$ cat src/rtl/simon_autoplayer_if.sv
// Game-side signals of the b12 nl/k interface: LEDs and loss flag in, start pulse and keys out.
interface simon_autoplayer_if;
   logic [3:0] nl;
   logic       nloss;
   logic       start;
   logic [3:0] k;

   modport master (input nl, input nloss, output start, output k);
   modport slave  (output nl, output nloss, input start, input k);
endinterface

$ cat src/rtl/simon_autoplayer.sv
// Self-playing responder for the b12 memory game: records each flashed colour during
// playback, then replays the recorded colours on the key outputs.
//
// state     | meaning
// S_IDLE    | after reset, waiting for go
// S_START   | start pulse to the game is high
// S_LISTEN  | recording flashes until the all-off gap ends the playback
// S_PRESS   | holding a key until the game echoes it on nl
// S_RELEASE | keys released, waiting for nl to go dark
// S_WON     | game signalled a win, waiting for go
// S_LOST    | game signalled a loss or a press timed out, waiting for go
module simon_autoplayer #(
   parameter int SIZE_ADDRESS  = 5,
   parameter int SIZE_MEM      = 32,
   parameter int GAP_MARGIN    = 8,
   parameter int PRESS_TIMEOUT = 255
) (
   input  logic               clock,
   input  logic               reset_n,
   input  logic               go,
   input  logic               blunder,
   simon_autoplayer_if.master game,
   output logic [5:0]         length,
   output logic               busy,
   output logic               won,
   output logic               lost,
   output logic               ovf
);

   typedef enum logic [2:0] {
      S_IDLE, S_START, S_LISTEN, S_PRESS, S_RELEASE, S_WON, S_LOST
   } state_t;

   state_t     state;
   logic [3:0] nl_q;
   logic [5:0] idle;
   logic [5:0] onlen;
   logic [5:0] idx;
   logic [7:0] wait_cnt;
   logic [1:0] mem [SIZE_MEM];

   logic       nl_onehot;
   logic       flash;
   logic       in_game;
   logic       gap_done;
   logic       mem_we;
   logic [1:0] colour;
   logic [5:0] press_idx;
   logic [1:0] press_col;
   logic [3:0] press_k;

   assign nl_onehot = (game.nl != 4'b0000) && ((game.nl & (game.nl - 4'b0001)) == 4'b0000);
   assign flash     = nl_onehot && (nl_q == 4'b0000);
   assign in_game   = (state == S_START) || (state == S_LISTEN) ||
                      (state == S_PRESS) || (state == S_RELEASE);
   assign gap_done  = ({1'b0, idle} == ({1'b0, onlen} + 7'(GAP_MARGIN))) && (length != 6'd0);
   assign mem_we    = (state == S_LISTEN) && flash && !game.nloss && (length < 6'(SIZE_MEM));

   always_comb begin
      colour = 2'd0;
      case (game.nl)
         4'b0010: colour = 2'd1;
         4'b0100: colour = 2'd2;
         4'b1000: colour = 2'd3;
         default: colour = 2'd0;
      endcase
   end

   // Key for the press being entered this edge: first entry from LISTEN, next one from RELEASE.
   assign press_idx = (state == S_RELEASE) ? idx + 6'd1 : 6'd0;
   assign press_col = mem[press_idx[SIZE_ADDRESS-1:0]] + {1'b0, blunder};
   assign press_k   = 4'b0001 << press_col;

   always_ff @(posedge clock) begin
      if (mem_we) begin
         mem[length[SIZE_ADDRESS-1:0]] <= colour;
      end
   end

   always_ff @(posedge clock or negedge reset_n) begin
      if (!reset_n) begin
         state      <= S_IDLE;
         nl_q       <= 4'b0000;
         game.start <= 1'b0;
         game.k     <= 4'b0000;
         length     <= 6'd0;
         busy       <= 1'b0;
         won        <= 1'b0;
         lost       <= 1'b0;
         ovf        <= 1'b0;
         idle       <= 6'd0;
         onlen      <= 6'd0;
         idx        <= 6'd0;
         wait_cnt   <= 8'd0;
      end else begin
         nl_q       <= game.nl;
         game.start <= 1'b0;
         if (in_game && game.nloss) begin
            state  <= S_LOST;
            lost   <= 1'b1;
            busy   <= 1'b0;
            game.k <= 4'b0000;
         end else if (in_game && (game.nl == 4'b1111)) begin
            state  <= S_WON;
            won    <= 1'b1;
            busy   <= 1'b0;
            game.k <= 4'b0000;
         end else begin
            case (state)
               S_IDLE, S_WON, S_LOST: begin
                  if (go) begin
                     state      <= S_START;
                     game.start <= 1'b1;
                     busy       <= 1'b1;
                     won        <= 1'b0;
                     lost       <= 1'b0;
                     ovf        <= 1'b0;
                     length     <= 6'd0;
                  end
               end
               S_START: begin
                  state <= S_LISTEN;
                  idle  <= 6'd0;
                  onlen <= 6'd0;
               end
               S_LISTEN: begin
                  if (flash) begin
                     if (length == 6'(SIZE_MEM)) ovf <= 1'b1;
                     else                        length <= length + 6'd1;
                  end
                  if (game.nl != 4'b0000) begin
                     idle <= 6'd0;
                     if (flash)               onlen <= 6'd1;
                     else if (onlen != 6'd63) onlen <= onlen + 6'd1;
                  end else if (idle != 6'd63) begin
                     idle <= idle + 6'd1;
                  end
                  if (gap_done) begin
                     state    <= S_PRESS;
                     idx      <= 6'd0;
                     wait_cnt <= 8'd0;
                     game.k   <= press_k;
                  end
               end
               S_PRESS: begin
                  if (game.nl == game.k) begin
                     state  <= S_RELEASE;
                     game.k <= 4'b0000;
                  end else if (wait_cnt == 8'(PRESS_TIMEOUT)) begin
                     state  <= S_LOST;
                     lost   <= 1'b1;
                     busy   <= 1'b0;
                     game.k <= 4'b0000;
                  end else begin
                     wait_cnt <= wait_cnt + 8'd1;
                  end
               end
               S_RELEASE: begin
                  if (game.nl == 4'b0000) begin
                     if (idx == length - 6'd1) begin
                        state  <= S_LISTEN;
                        length <= 6'd0;
                        idle   <= 6'd0;
                        onlen  <= 6'd0;
                     end else begin
                        state    <= S_PRESS;
                        idx      <= idx + 6'd1;
                        wait_cnt <= 8'd0;
                        game.k   <= press_k;
                     end
                  end
               end
               default: state <= S_IDLE;
            endcase
         end
      end
   end

endmodule
$ cat src/flat_wrapper.sv
// flat-port wrapper written by rule: the top's interface ports become plain ports
module simon_autoplayer_flat 
#(
   parameter int SIZE_ADDRESS  = 5,
   parameter int SIZE_MEM      = 32,
   parameter int GAP_MARGIN    = 8,
   parameter int PRESS_TIMEOUT = 255
)
  (clock, reset_n, go, blunder, length, busy, won, lost, ovf, game_nl, game_nloss, game_start, game_k);
  simon_autoplayer_if game_i ();
  input  logic clock;
  input  logic reset_n;
  input  logic go;
  input  logic blunder;
  output logic [5:0] length;
  output logic busy;
  output logic won;
  output logic lost;
  output logic ovf;
  input wire logic [$bits(game_i.nl)-1:0] game_nl;
  input wire logic [$bits(game_i.nloss)-1:0] game_nloss;
  output wire logic [$bits(game_i.start)-1:0] game_start;
  output wire logic [$bits(game_i.k)-1:0] game_k;
  assign game_i.nl = game_nl;
  assign game_i.nloss = game_nloss;
  assign game_start = game_i.start;
  assign game_k = game_i.k;
  simon_autoplayer #(.SIZE_ADDRESS(SIZE_ADDRESS), .SIZE_MEM(SIZE_MEM), .GAP_MARGIN(GAP_MARGIN), .PRESS_TIMEOUT(PRESS_TIMEOUT)) u_core (.clock(clock), .reset_n(reset_n), .go(go), .blunder(blunder), .game(game_i), .length(length), .busy(busy), .won(won), .lost(lost), .ovf(ovf));
endmodule
$ cat config.mk
export PLATFORM = sky130hd
export DESIGN_NAME = simon_autoplayer_flat
export DESIGN_NICKNAME = d
export VERILOG_FILES = /design/src/rtl/simon_autoplayer_if.sv /design/src/rtl/simon_autoplayer.sv /design/src/flat_wrapper.sv
export SDC_FILE = /design/constraint.sdc
export NUM_CORES = 1
export LEC_CHECK = 0
export CAP_MARGIN = 30
export CORE_UTILIZATION = 33
export CTS_CLUSTER_DIAMETER = 120
export CTS_CLUSTER_SIZE = 30
export DETAILED_ROUTE_END_ITERATION = 7
export PLACE_DENSITY_LB_ADDON = 0.15
export SETUP_SLACK_MARGIN = 0.15
export SLEW_MARGIN = 20
export SYNTH_ARGS = -nofsm -noshare
export SYNTH_HDL_FRONTEND = slang
export SYNTH_SLANG_ARGS = --single-unit
export TNS_END_PERCENT = 10
$ cat constraint.sdc
create_clock -name clock -period 3.6 [get_ports clock]
set_clock_uncertainty 0.15 [all_clocks]
set_input_delay 0.54 -clock clock [delete_from_list [all_inputs] [get_ports clock]]
set_output_delay 0.54 -clock clock [all_outputs]
set_load 0.05 [all_outputs]
# After elaboration in Yosys (flattened, before gate mapping)
# Memory sizes are Yosys's and may differ from the RTL's.
# Cells that the tools add are included.
[op_classes] add_sub_neg=9 n_lt_le_gt_ge=1 n_eq_ne=41 shift=1 n_mux=65 bitwise=3 n_reduce_logical=40
[ops] cell="6-bit two-way mux" count=13
[ops] cell="6-bit case mux with 3 select lines" count=3
[ops] cell="8-bit two-way mux" count=5
[ops] cell="4-bit two-way mux" count=7
[ops] cell="6-bit by 1-bit adder with 6-bit output, second input constant" count=4
[ops] cell="8-bit case mux with 3 select lines" count=1
[ops] cell="1-bit two-way mux" count=21
[ops] cell="3-bit two-way mux" count=7
[ops] cell="6-bit AND reduction" count=3
[ops] cell="2-bit inequality test, second input constant" count=8
[ops] cell="4-bit inequality test, second input constant" count=4
[ops] cell="8-bit AND reduction" count=2
[ops] cell="3-bit case mux with 5 select lines" count=1
[ops] cell="4-bit zero test" count=3
[ops] cell="6-bit inequality test, second input constant" count=2
[ops] cell="4-bit case mux with 3 select lines" count=1
[ops] cell="6-bit case mux with 2 select lines" count=1
[ops] cell="3-bit nonzero test" count=4
[ops] cell="5-bit AND reduction" count=2
[ops] cell="3-bit == test, second input constant" count=3
[ops] cell="3-bit by 2-bit inequality test with 1-bit output, second input constant" count=3
[ops] cell="8-bit by 1-bit adder with 8-bit output, second input constant" count=1
[ops] cell="4-bit == test, second input constant" count=2
[ops] cell="8-bit == test, second input constant" count=1
[ops] cell="other kinds (36)" count=58
[totals] ff_bits=48 ram_bits=64 inputBits=9 out_inout_bits=15 word_cells=174 n_memories=1
[memory_table] name="u_core.mem" depth=32 word_bits=2 rd=1 rd_clocked_by_memory_dff=0 wr=1 line_no="simon_autoplayer.sv:40" source="logic [1:0] mem [SIZE_MEM];"

# Longest topological paths before layout
# Gate-level depths: netlist of the first run.
[depth] depth_word=10 mapped_depth=15 mapped_depth_nobuf=13

# Least setup slack after synthesis of the first run
# OpenSTA, ideal clock, no wires.
[synth_timing] path_kind="reg2reg" startpoint="register u_core.length[0]" endpoint="register u_core.onlen[0]" setup_ps=128 t_arrival_ps=2954 t_required_ps=3322 setup_slack_ps=369 stages_incl_launch_ff=10 path_buffers=0 period_less_slack_ps=3231 cell_sequence="dfrtp_1 > inv_1 > ha_1 > nor2b_1 > o311a_1 > a2111oi_2 > a32o_1 > nand2_1 > nor2_2 > mux2_1"
[synth_via] elab_chain_len=4
[synth_rtl] element="start, declared" line_no="simon_autoplayer.sv:23" source="output logic [5:0] length,"
[synth_rtl] element="start signal, assigned" line_no="simon_autoplayer.sv:129" source="else length <= length + 6'd1;"
[synth_rtl] element="6-bit by 1-bit subtractor with 6-bit output" line_no="simon_autoplayer.sv:160" source="if (idx == length - 6'd1) begin"
[synth_rtl] element="6-bit == test" line_no="simon_autoplayer.sv:160"
[synth_rtl] element="2-bit inequality test (no line)"
[synth_rtl] element="7-bit AND reduction (no line)"
[synth_rtl] element="end signal, assigned" line_no="simon_autoplayer.sv:134" source="else if (onlen != 6'd63) onlen <= onlen + 6'd1;"
[synth_rtl] element="end, declared" line_no="simon_autoplayer.sv:37" source="logic [5:0] onlen;"
# Every way passes these cells.
# A chain may end at the register's enable or synchronous reset.

# Worst setup path after layout of the first run
[layout_timing] startpoint="register u_core.state[0]" endpoint="register u_core.game.k[0]"
[layout_via] elab_chain_len=10 word_cells_on_any_way=25 classes_between="add/sub (1); eq/ne (8); shift (1); mux (7); reduce/logical (7); memory (1)"
[layout_rtl] element="start, declared" line_no="simon_autoplayer.sv:34" source="state_t state;"
[layout_rtl] element="start signal, assigned" line_no="simon_autoplayer.sv:82" source="state <= S_IDLE;"
[layout_rtl] element="start signal, assigned" line_no="simon_autoplayer.sv:99" source="state <= S_LOST;"
[layout_rtl] element="start signal, assigned" line_no="simon_autoplayer.sv:104" source="state <= S_WON;"
[layout_rtl] element="3-bit == test" line_no="simon_autoplayer.sv:55, simon_autoplayer.sv:70, simon_autoplayer.sv:109"
[layout_rtl] element="5-bit two-way mux" line_no="simon_autoplayer.sv:70" source="assign press_idx = (state == S_RELEASE) ? idx + 6'd1 : 6'd0;"
[layout_rtl] element="memory 32 x 2 bit"
[layout_rtl] element="2-bit by 1-bit adder with 2-bit output" line_no="simon_autoplayer.sv:71" source="assign press_col = mem[press_idx[SIZE_ADDRESS-1:0]] + {1'b0, blunder};"
[layout_rtl] element="1-bit by 2-bit << shifter with 4-bit output" line_no="simon_autoplayer.sv:72" source="assign press_k = 4'b0001 << press_col;"
[layout_rtl] element="4-bit two-way mux" line_no="simon_autoplayer.sv:160"
[layout_rtl] element="4-bit two-way mux" line_no="simon_autoplayer.sv:159" source="if (game.nl == 4'b0000) begin"
[layout_rtl] element="4-bit case mux with 3 select lines" line_no="simon_autoplayer.sv:109" source="case (state)"
[layout_rtl] element="4-bit two-way mux" line_no="simon_autoplayer.sv:103" source="end else if (in_game && (game.nl == 4'b1111)) begin"
[layout_rtl] element="4-bit two-way mux" line_no="simon_autoplayer.sv:98" source="if (in_game && game.nloss) begin"
[layout_rtl] element="end signal, assigned" line_no="simon_autoplayer.sv:142" source="game.k <= press_k;"
[layout_rtl] element="end signal, assigned" line_no="simon_autoplayer.sv:169" source="game.k <= press_k;"
[layout_rtl] element="end, declared" line_no="simon_autoplayer_if.sv:8" source="modport master (input nl, input nloss, output start, output k);"
# Several ways; a longest one is shown, not always the timed one. The select of a mux whose other input is x is not followed.

==> metrics.md, run 1 <==
| Metric | Value |
|---|---|
| Critical path's largest stage delay | `480 ps` |
| TritonCTS clock tree | `done` |
| Worst endpoint required time | `~3700 ps` |
| Unrepaired setup endpoints after global routing | `false` |
| Max_slew headroom | `0.450` |
| Placed Cells | `809` |
| Mux share of post-synthesis cell area | `0.0462` |
| H-tree lvl count | `3` |
| Delay-heaviest family, CP | `simple AND/OR/NAND/NOR gates` |
| Setup crit end kind | `register` |
| Synth Flop Type | `edfxtp_1` |
| Status | `finished clean` |
| Worst-path clk slew | `70 ps` |
| Worst Hold Class | `in2async` |
| Synth warn | `0` |
| Drt first pass iters | `5` |
| CTS Buf Count | `9` |
| Slowest cell on crit path | `or3b_1` |
| Slew Limit Fails | `0` |
| Power share of the combinational group | `0.378` |
| Global-route wire length before repair | `23,900 um` |
| Layout Area Growth over Synthesis | `15.1%` |
| Setup bufs post-CTS | `0` |
| Sequential share of the synthesized area | `0.525` |
| Final nets | `~600` |
| Fmax | `around 0.32 GHz` |
| Worst-Margin Slew | `between 800 and 900 ps` |
| Root Driver | `clkbuf_16` |
| Drt total wl | `approximately 15,000 um` |
| Antenna violations before repair | `0` |
| M2 GR Usage | `0.261` |
| Final setup violation count | `0` |
| Hold_ws | `54.2 ps` |
| Site row count | `between 40 and 50` |
| Post-synth EDFFs | `64` |
| Iteration-0 DRC Markers | `387` |
| Crit path cell chain | `or3b_1, nor2_4, nand2_1, and3_1, a31oi_1, o21ai_0, a211o_1, nand2_1, ha_1, xnor2_2, a32o_1` |
| Critical path class | `reg2reg` |
| Count of different cell masters after synthesis | `77` |
| Main combinational cell family by area after synthesis | `simple AND/OR/NAND/NOR gates` |
| Worst skew pair latency | `approximately 360 ps` |
| Synthesized area | `just under 6000 sq um` |
| Max-cap violations | `0` |
| Vias post-DR | `between 4,000 and 5,000` |
| Worst Path Buf+Inv | `0` |
| GR Util met3 | `0.0261` |
| Antenna viol nets, final | `0` |
| Switching Fraction | `0.375` |
| Grt peak-use layer | `met2` |
| Post-layout min period | `3140 ps` |
| Avg Inst Size Synth | `approximately 11 sq um` |
| Top Ports | `24` |
| Yosys reg bits | `112` |
| Core Area | `between 15,000 and 20,000 sq um` |
| Compound-Gate Fraction of Synth Area | `0.135` |
| Startpoint types | `register` |
| Psw | `approximately 1.6 mW` |
| Simple-Gate Fraction of Synth Area | `0.202` |
| Sum Neg Setup Slack | `0 ps` |
| Xor/xnor share of the synthesized area | `0.0336` |
| Via density | `5.41` |
| Fraction of layout cells with a size suffix above 1 | `0.133` |
| GR met1 Demand/Resource | `0.255` |
| Routability Congestion | `0.835` |
| Total grt overflow | `0` |
| Most frequent cells in the layout | `edfxtp_1, nor2_1, nand2_1` |
| Layout Utilization | `0.392` |
| Clock Power Share | `0.248` |
| # hold bufs at CTS | `0` |
| Vias in the first global route | `between 4,000 and 5,000` |
| P_leak | `between 2 and 3 nW` |
| N_diodes | `0` |
| Pin count of the biggest net entering global routing | `49` |
| Dpl hpwl | `roughly 11,000 um` |
| CP most frequent cell | `nand2_1` |
| # port buffers | `23` |
| P_int | `~2.6 mW` |
| Hold Fails Final Rpt | `0` |
| Die area | `around 19,000 sq um` |
| Die Height | `136 um` |
| Most common cell after layout, fill and taps aside | `edfxtp_1` |
| Post-CTS sizing | `0` |
| Starting density of the core | `0.341` |
| Horiz. Die Dim | `around 140 um` |
| Overall Global Routing Usage | `0.174` |
| Post-Synth Adder-Cell Area | `0.0210` |
| Fillers | `1,721` |
| Ys async rst share | `0.429` |
| CTS Buffer Depth | `2` |
| Post-Synthesis Cells | `roughly 560` |
| Pwr dens | `between 600 and 700 nW/um^2` |
| Clock sinks | `112` |
| Worst IR Drop VDD | `309 uV` |
| Reg power frac | `0.374` |
| Final worst slack | `between 400 and 500 ps` |
| Routed len/inst | `18.6 um` |
| Arrival @ worst endpoint | `3240 ps` |
| DRC viols | `0` |
| Non-filler cells, final | `between 800 and 900` |
| Final period util | `0.871` |
| Syn Nets | `about 580` |
| CP Max Fanout | `12` |
| DP Worst Slack | `around 190 ps` |
[layout make-up]
class,count,area [sq um],area share
clock buffers,9,225,0.0329
well taps,225,282,0.0411
inverters,20,75.1,0.0110
flip-flops and latches,112,3120,0.456
multi-input cells,399,2620,0.382
clock inverters,7,77.6,0.0113
repair buffers,53,453,0.0661
[stage by stage]
stage / area, sq um / total power, mW
5_1_grt: 6850 / 4.41
2_1_floorplan: 5950 / 2.71
3_5_place_dp: 6550 / 3.18
6_report: 6850 / 4.19
4_1_cts: 6850 / 4.22
3_3_place_gp: 6550 / 3.18
[worst paths after layout]
kind / startpoint / endpoint / slack (ps) / cells past startpoint
min reg2reg: u_core.wait_cnt[0] / u_core.wait_cnt[0] / 350 / 1
min: reset_n / u_core.wait_cnt[4] / 50 / 1
max reg2reg: u_core.state[0] / u_core.game.k[0] / 460 / 11
max: u_core.state[0] / u_core.game.k[0] / 460 / 11
max in group asynchronous: reset_n / u_core.onlen[2] / 2820 / 1
min in group clock: u_core.wait_cnt[0] / u_core.wait_cnt[0] / 350 / 1
[cells in the mapped netlist, types with 6 or more instances]
cell type	instances	share of area
a21oi_1	15	0.013
a221oi_1	7	0.010
a31oi_1	15	0.016
and3_1	12	0.013
buf_2	9	0.0076
clkbuf_1	9	0.0057
dfrtp_1	48	0.20
edfxtp_1	64	0.32
ha_1	10	0.021
inv_1	19	0.012
mux2i_1	11	0.018
nand2_1	59	0.037
nand3_1	26	0.022
nand3b_1	6	0.0076
nor2_1	59	0.037
nor2b_1	7	0.0074
nor3_1	14	0.012
o21a_1	6	0.0076
o21ai_0	20	0.017
o21ai_1	9	0.0076
or3_1	7	0.0074
xnor2_1	6	0.0088
xor2_1	15	0.022
[kinds of logic (layout without fill, tap and decap cells)]
group	Yosys count	after routing
AO/OA/AOI/OAI	114	114
buffers and inverters	46	89
flip-flops	112	112
multiplexers	22	22
AND/OR/NAND/NOR	231	231
adder cells (fa/ha/maj)	10	10
XOR/XNOR	22	22
[flip-flops by register name, summed over array words and instances (netlist names), 3 cells and up]
| signal | count |
|---|---|
| u_core.game.k | 4 |
| u_core.idle | 6 |
| u_core.idx | 6 |
| u_core.length | 6 |
| u_core.mem | 64 |
| u_core.nl_q | 4 |
| u_core.onlen | 6 |
| u_core.state | 3 |
| u_core.wait_cnt | 8 |
[per-layer routing]
layer | vias up | wire (um)
met4 | 0 | 206
met2 | 105 | 6900
met5 | - | 0
met1 | 2221 | 7590
li1 | 2128 | -
met3 | 12 | 611
[power groups by stage]
| stage | clock network (mW) | logic, mW | registers (mW) |
|---|---|---|---|
| floorplan | 0 | 0.989 | 1.72 |
| global placement | 0 | 1.58 | 1.59 |
| detailed placement | 0 | 1.59 | 1.59 |
| CTS | 1.06 | 1.59 | 1.57 |
| global route | 1.10 | 1.73 | 1.58 |
| finish | 1.04 | 1.58 | 1.57 |
(Power assumes the default switching activity.)
==> inputs of run 2 (changes only) <==
- ABC_CLOCK_PERIOD_IN_PS: unset -> 3600
- CORE_ASPECT_RATIO: unset -> 0.9
==> run 2 against run 1 <==
The run now ends with hold timing left. Combinational power about the same. Clock power down 4%. Worst hold slack worse by 62 ps. Highest routed layer unchanged.
==> metrics.md, run 2 (same netlist as run 1, synthesis figures left out) <==
| Metric | Value |
|---|---|
| Worst Path Buf+Inv | `0 (unchanged)` |
| Critical path launch point | `u_core.state[0]` |
| Setup crit end kind | `register` |
| Critical path's largest stage delay | `460 ps (-20 ps)` |
| Worst IR Drop VDD | `308 uV (-0.22%)` |
| Horiz. Die Dim | `144 um (+5.3%)` |
| Fillers | `1,772 (+3.0%)` |
| Fmax | `0.307 GHz (-3.6%)` |
| Largest register FFs | `64 (unchanged)` |
| CTS Buf Count | `9 (unchanged)` |
| Die area | `18,600 sq um (about the same)` |
| Final worst slack | `346 ps (-117 ps)` |
| CP most frequent cell | `nand2_1` |
| Drt first pass iters | `5 (unchanged)` |
| Arrival @ worst endpoint | `3340 ps (+100 ps)` |
| Overall Global Routing Usage | `0.175 (+0.000833)` |
| Unrepaired setup endpoints after global routing | `false` |
| # port buffers | `23 (unchanged)` |
| CTS Buffer Depth | `2 (unchanged)` |
| Most common cell after layout, fill and taps aside | `edfxtp_1` |
| Final period util | `0.904 (+0.0326)` |
| # hold bufs at CTS | `0 (unchanged)` |
| Site row count | `46 (-4.2%)` |
| Antenna viol nets, final | `0 (unchanged)` |
| DP Worst Slack | `131 ps (-58.4 ps)` |
| P_leak | `2.50 nW (about the same)` |
| Drt total wl | `15,200 um (-0.53%)` |
| Hold_ws | `-7.67 ps (-61.9 ps)` |
| Core Area | `17,600 sq um (+0.77%)` |
| Routed len/inst | `18.1 um (-2.4%)` |
| Antenna violations before repair | `0 (unchanged)` |
| Worst endpoint required time | `3690 ps (about the same)` |
| Worst-Margin Slew | `552 ps (-252 ps)` |
| Global-route wire length before repair | `24,500 um (+2.3%)` |
| Die Height | `129 um (-5.1%)` |
| TritonCTS clock tree | `done` |
| Failing checks | `hold timing` |
| Status | `complete, but fails checks` |
| Final nets | `615 (+0.16%)` |
| Total grt overflow | `0 (unchanged)` |
| Via density | `5.34 (-1.4%)` |
| Layout Area Growth over Synthesis | `15.3%` |
| M2 GR Usage | `0.281 (+0.0201)` |
| Launching point of the worst reg2reg path | `u_core.state[0]` |
| Final setup violation count | `0 (unchanged)` |
| Pin count of the biggest net entering global routing | `33 (-33%)` |
| Setup bufs post-CTS | `0 (unchanged)` |
| Crit path cell chain | `or3b_1, nor2_4, nand2_1, and3_1, a31oi_1, o21ai_0, a211o_1, nand2_1, ha_1, xnor2_2, a32o_1` |
| Delay-heaviest family, CP | `simple AND/OR/NAND/NOR gates` |
| Startpoint types | `register` |
| Routability Congestion | `0.834 (-0.17%)` |
| GR met1 Demand/Resource | `0.245 (-0.00993)` |
| Worst Hold Class | `in2async` |
| Vias post-DR | `4,490 (+0.54%)` |
| Grt peak-use layer | `met2` |
| Max-cap violations | `0 (unchanged)` |
| Slew Limit Fails | `0 (unchanged)` |
| Clock sinks | `112 (unchanged)` |
| N_diodes | `0 (unchanged)` |
| Fraction of layout cells with a size suffix above 1 | `0.133 (-0.000222)` |
| H-tree lvl count | `3 (unchanged)` |
| Top Ports | `24 (unchanged)` |
| Root Driver | `clkbuf_16` |
| Vias in the first global route | `4,466 (+5.1%)` |
| Pwr dens | `604 nW/um^2 (-1.2%)` |
| Iteration-0 DRC Markers | `257 (-34%)` |
| GR Util met3 | `0.0377 (+0.0116)` |
| Post-CTS sizing | `0 (unchanged)` |
| Worst-path clk slew | `70 ps (about the same)` |
| Max_slew headroom | `0.622 (+0.172)` |
| Critical path class | `reg2reg` |
| Dpl hpwl | `10,900 um (about the same)` |
| DRC viols | `0 (unchanged)` |
| Sum Neg Setup Slack | `0 ps (unchanged)` |
| Slowest cell on crit path | `or3b_1` |
| Most frequent cells in the layout | `edfxtp_1, nor2_1, nand2_1` |
| Post-layout min period | `3250 ps (+117 ps)` |
| Hold Fails Final Rpt | `14 (+14)` |
| Starting density of the core | `0.338 (-0.00261)` |
| Worst skew pair latency | `350 ps (about the same)` |
| CP Max Fanout | `16 (+4)` |
-- run 2: per-stage QoR --
step	power, mW	instances	utilization	cell area (sq um)
5_1_grt	4.39	841	0.390	6860
4_1_cts	4.18	841	0.390	6860
6_report	4.14	841	0.390	6860
2_1_floorplan	2.71	557	-	5950
3_3_place_gp	3.16	825	0.373	6580
3_5_place_dp	3.17	825	0.373	6580
-- run 2: area by class of cell --
class | count | area, sq um | share of cell area
Clock buffer | 13 | 243 | 0.0354
Clock inverter | 3 | 43.8 | 0.00638
Inverter | 20 | 75.1 | 0.0109
Multi-Input combinational cell | 399 | 2620 | 0.382
Sequential cell | 112 | 3120 | 0.455
Tap cell | 240 | 300 | 0.0438
Timing Repair Buffer | 54 | 458 | 0.0667
-- run 2: metal layers --
| metal | vias up | routed length, um |
|---|---|---|
| met1 | 2231 | 7400 |
| met5 | - | 0 |
| met3 | 6 | 815 |
| li1 | 2134 | - |
| met2 | 119 | 6910 |
| met4 | 0 | 99 |
-- run 2: where the power goes --
group          switching (mW)  internal, mW
clock                   0.449         0.547
combinational           0.972         0.599
sequential              0.107          1.47
-- run 2: final timing paths --
| path | slack, ps | end | cells past startpoint |
|---|---|---|---|
| worst min register to register | 340 | u_core.wait_cnt[0] | 1 |
| min in group clock | 340 | u_core.wait_cnt[0] | 1 |
| worst max register to register | 350 | u_core.game.k[0] | 11 |
| worst min-delay path | -8 | u_core.wait_cnt[6] | 1 |
| worst max-delay path | 350 | u_core.game.k[0] | 11 |
| max in group asynchronous | 2550 | u_core.length[0] | 2 |
==> inputs of run 3 (changes only) <==
- CORE_UTILIZATION: 33 -> 45
==> run 3 against run 2 <==
The run now ends clean. Final area down 1.3%. Non-clock buffer count is 2 lower. Worst setup slack improved by 45 ps. Global-route usage up 5.0 points. Register-to-register slack improved by 40 ps. Clock-buffer cell count decreased by 3. Sequential share of layout area is 0.62 points higher. Core utilization grew 14 points. Via count rose by 0.51%. Sequential power about the same. Worst hold slack better by 370 ps. Critical path type unchanged. Largest cell class unchanged.
==> metrics.md, run 3 (same netlist as run 1, synthesis figures left out) <==
| Metric | Value |
|---|---|
| Site row count | `39 (-15%)` |
| Layout Area Growth over Synthesis | `13.7%` |
| Worst IR Drop VDD | `232 uV (-25%)` |
| Pwr dens | `609 nW/um^2 (+0.90%)` |
| Die area | `13,700 sq um (-26%)` |
| Non-filler cells, final | `763 (-9.3%)` |
| Max_slew headroom | `0.539 (-0.0831)` |
| Startpoint types | `register` |
| Clock sinks | `112 (unchanged)` |
| Final period util | `0.892 (-0.0124)` |
| Vias in the first global route | `4,340 (-2.8%)` |
| Unrepaired setup endpoints after global routing | `false` |
| Routability Congestion | `0.801 (-4.0%)` |
| Starting density of the core | `0.466 (+0.128)` |
| FF/Latch Area | `3120 sq um (unchanged)` |
| Antenna violations before repair | `0 (unchanged)` |
| Worst-path clk slew | `80 ps (about the same)` |
| CP most frequent cell | `nand2_1` |
| Crit path cell chain | `ha_1, xor2_1, nand2_1, nand2_1, and3_1, a31oi_1, a211oi_1, a211o_1, nand2_1, ha_1, xnor2_2, a32o_1` |
| Core Area | `12,800 sq um (-27%)` |
| Layout Utilization | `0.529 (+0.140)` |
| Dpl hpwl | `10,200 um (-6.6%)` |
| Overall Global Routing Usage | `0.225 (+0.0497)` |
| Die Height | `111 um (-14%)` |
| Antenna viol nets, final | `0 (unchanged)` |
| Fillers | `1,160 (-35%)` |
| Sum Neg Setup Slack | `0 ps (unchanged)` |
| Root Driver | `clkbuf_16` |
| CTS Buf Count | `9 (unchanged)` |
| Placed Cells | `746 (-9.6%)` |
| Max-cap violations | `0 (unchanged)` |
| Worst-Margin Slew | `674 ps (+121 ps)` |
| # port buffers | `23 (unchanged)` |
| Launching point of the worst reg2reg path | `u_core.idx[1]` |
| Post-CTS sizing | `0 (unchanged)` |
| Setup bufs post-CTS | `0 (unchanged)` |
| Top Ports | `24 (unchanged)` |
| Horiz. Die Dim | `123 um (-14%)` |
| CP Max Fanout | `13 (-3)` |
| Tot Pwr | `4.12 mW (-0.47%)` |
| Worst skew pair latency | `370 ps (+20 ps)` |
| Post-layout min period | `3210 ps (-44.5 ps)` |
| N_diodes | `0 (unchanged)` |
| Critical path launch point | `u_core.idx[1]` |
| Slew Limit Fails | `0 (unchanged)` |
| Critical path class | `reg2reg` |
| Most frequent cells in the layout | `edfxtp_1, nor2_1, nand2_1` |
| Hold path start | `u_core.wait_cnt[0]` |
| Status | `finished clean` |
| Drt total wl | `14,300 um (-6.4%)` |
| Drt first pass iters | `5 (unchanged)` |
| Hold Fails Final Rpt | `0 (-14)` |
| Worst reg2reg setup slack | `390 ps (+40 ps)` |
| H-tree lvl count | `3 (unchanged)` |
| Vias post-DR | `4,513 (+0.51%)` |
| Critical path's largest stage delay | `440 ps (-20 ps)` |
| Total grt overflow | `0 (unchanged)` |
| CTS Buffer Depth | `2 (unchanged)` |
| Iteration-0 DRC Markers | `382 (+49%)` |
| Pin count of the biggest net entering global routing | `33 (unchanged)` |
| Largest register FFs | `64 (unchanged)` |
| Final setup violation count | `0 (unchanged)` |
| Fmax | `0.312 GHz (+1.4%)` |
| Setup crit end kind | `register` |
| P_leak | `2.50 nW (-0.19%)` |
| Final nets | `613 (-0.33%)` |
| Global-route wire length before repair | `23,400 um (-4.6%)` |
| Worst endpoint required time | `3700 ps (about the same)` |
| TritonCTS clock tree | `done` |
| Arrival @ worst endpoint | `3310 ps (-30 ps)` |
| Slowest cell on crit path | `dfrtp_1` |
| Via density | `5.91 (+11%)` |
| Area occupied by multi-input gates | `2620 sq um (unchanged)` |
| Most common cell after layout, fill and taps aside | `edfxtp_1` |
| Fraction of layout cells with a size suffix above 1 | `0.130 (-0.00289)` |
| DRC viols | `0 (unchanged)` |
| Worst Hold Class | `reg2reg` |
| Routed len/inst | `18.7 um (+3.2%)` |
-- run 3: cell count changes in the layout (fill, tap and decap cells not counted) --
| cell | delta |
|---|---|
| dlygate4sd3_1 | +1 |
| buf_12 | +1 |
| clkinv_4 | -1 |
| buf_4 | -4 |
| clkinv_8 | +1 |
| bufinv_16 | -1 |
| inv_6 | +5 |
| clkbuf_2 | -2 |
| clkbuf_1 | -1 |
| clkinv_2 | -1 |
-- run 3: repair_timing --
action / in CTS / in global routing
hold endpoints to repair: 19 / 0
hold buffers: 1 / 0
endpoints found under the setup margin: 0 / 0
-- run 3: worst max-delay path, delay by kind of cell (launching register included) --
family / cells / cell delay [ps]
AND/OR/NAND/NOR: 4 / 810
AO/OA/AOI/OAI: 4 / 810
adder cells (fa/ha/maj): 2 / 490
flip-flops: 1 / 440
XOR/XNOR: 2 / 400
-- run 3: power breakdown --
part	leakage, nW	switching [mW]	internal [mW]
clock	0.142	0.510	0.490
combinational	1.19	0.957	0.597
sequential	1.17	0.102	1.47
total	2.50	1.57	2.55
-- run 3: through the flow --
stage               area (sq um)  setup slack [ps]  hold slack [ps]
finish                      6770               390              362
global route                6770               228              393
CTS                         6770               418              365
detailed placement          6470              69.1              354
global placement            6450               219              331
floorplan                   5950               369             94.4
-- run 3: per-layer routing --
| layer | GRT usage | share of wire | vias up |
|---|---|---|---|
| met3 | 0.0550 | 0.062 | 16 |
| met5 | 0 | 0 | - |
| met4 | 0.0546 | 0.012 | 0 |
| met2 | 0.317 | 0.44 | 130 |
| li1 | - | - | 2131 |
| met1 | 0.343 | 0.48 | 2236 |
-- run 3: path summary, 6_finish.rpt --
path | end | depth (start not counted)
worst max register to register | u_core.game.k[1] | 12
max in group asynchronous | u_core.idx[1] | 3
worst max-delay path | u_core.game.k[1] | 12
min in group asynchronous | u_core.wait_cnt[2] | 2
worst min-delay path | u_core.wait_cnt[0] | 1
worst min register to register | u_core.wait_cnt[0] | 1
-- run 3: final cells by class --
cell class	count	share of cell area
Clock buffer	10	0.0338
Timing Repair Buffer	52	0.0677
Tap cell	164	0.0303
Multi-Input combinational cell	399	0.387
Clock inverter	6	0.00887
Inverter	20	0.0111
Sequential cell	112	0.461
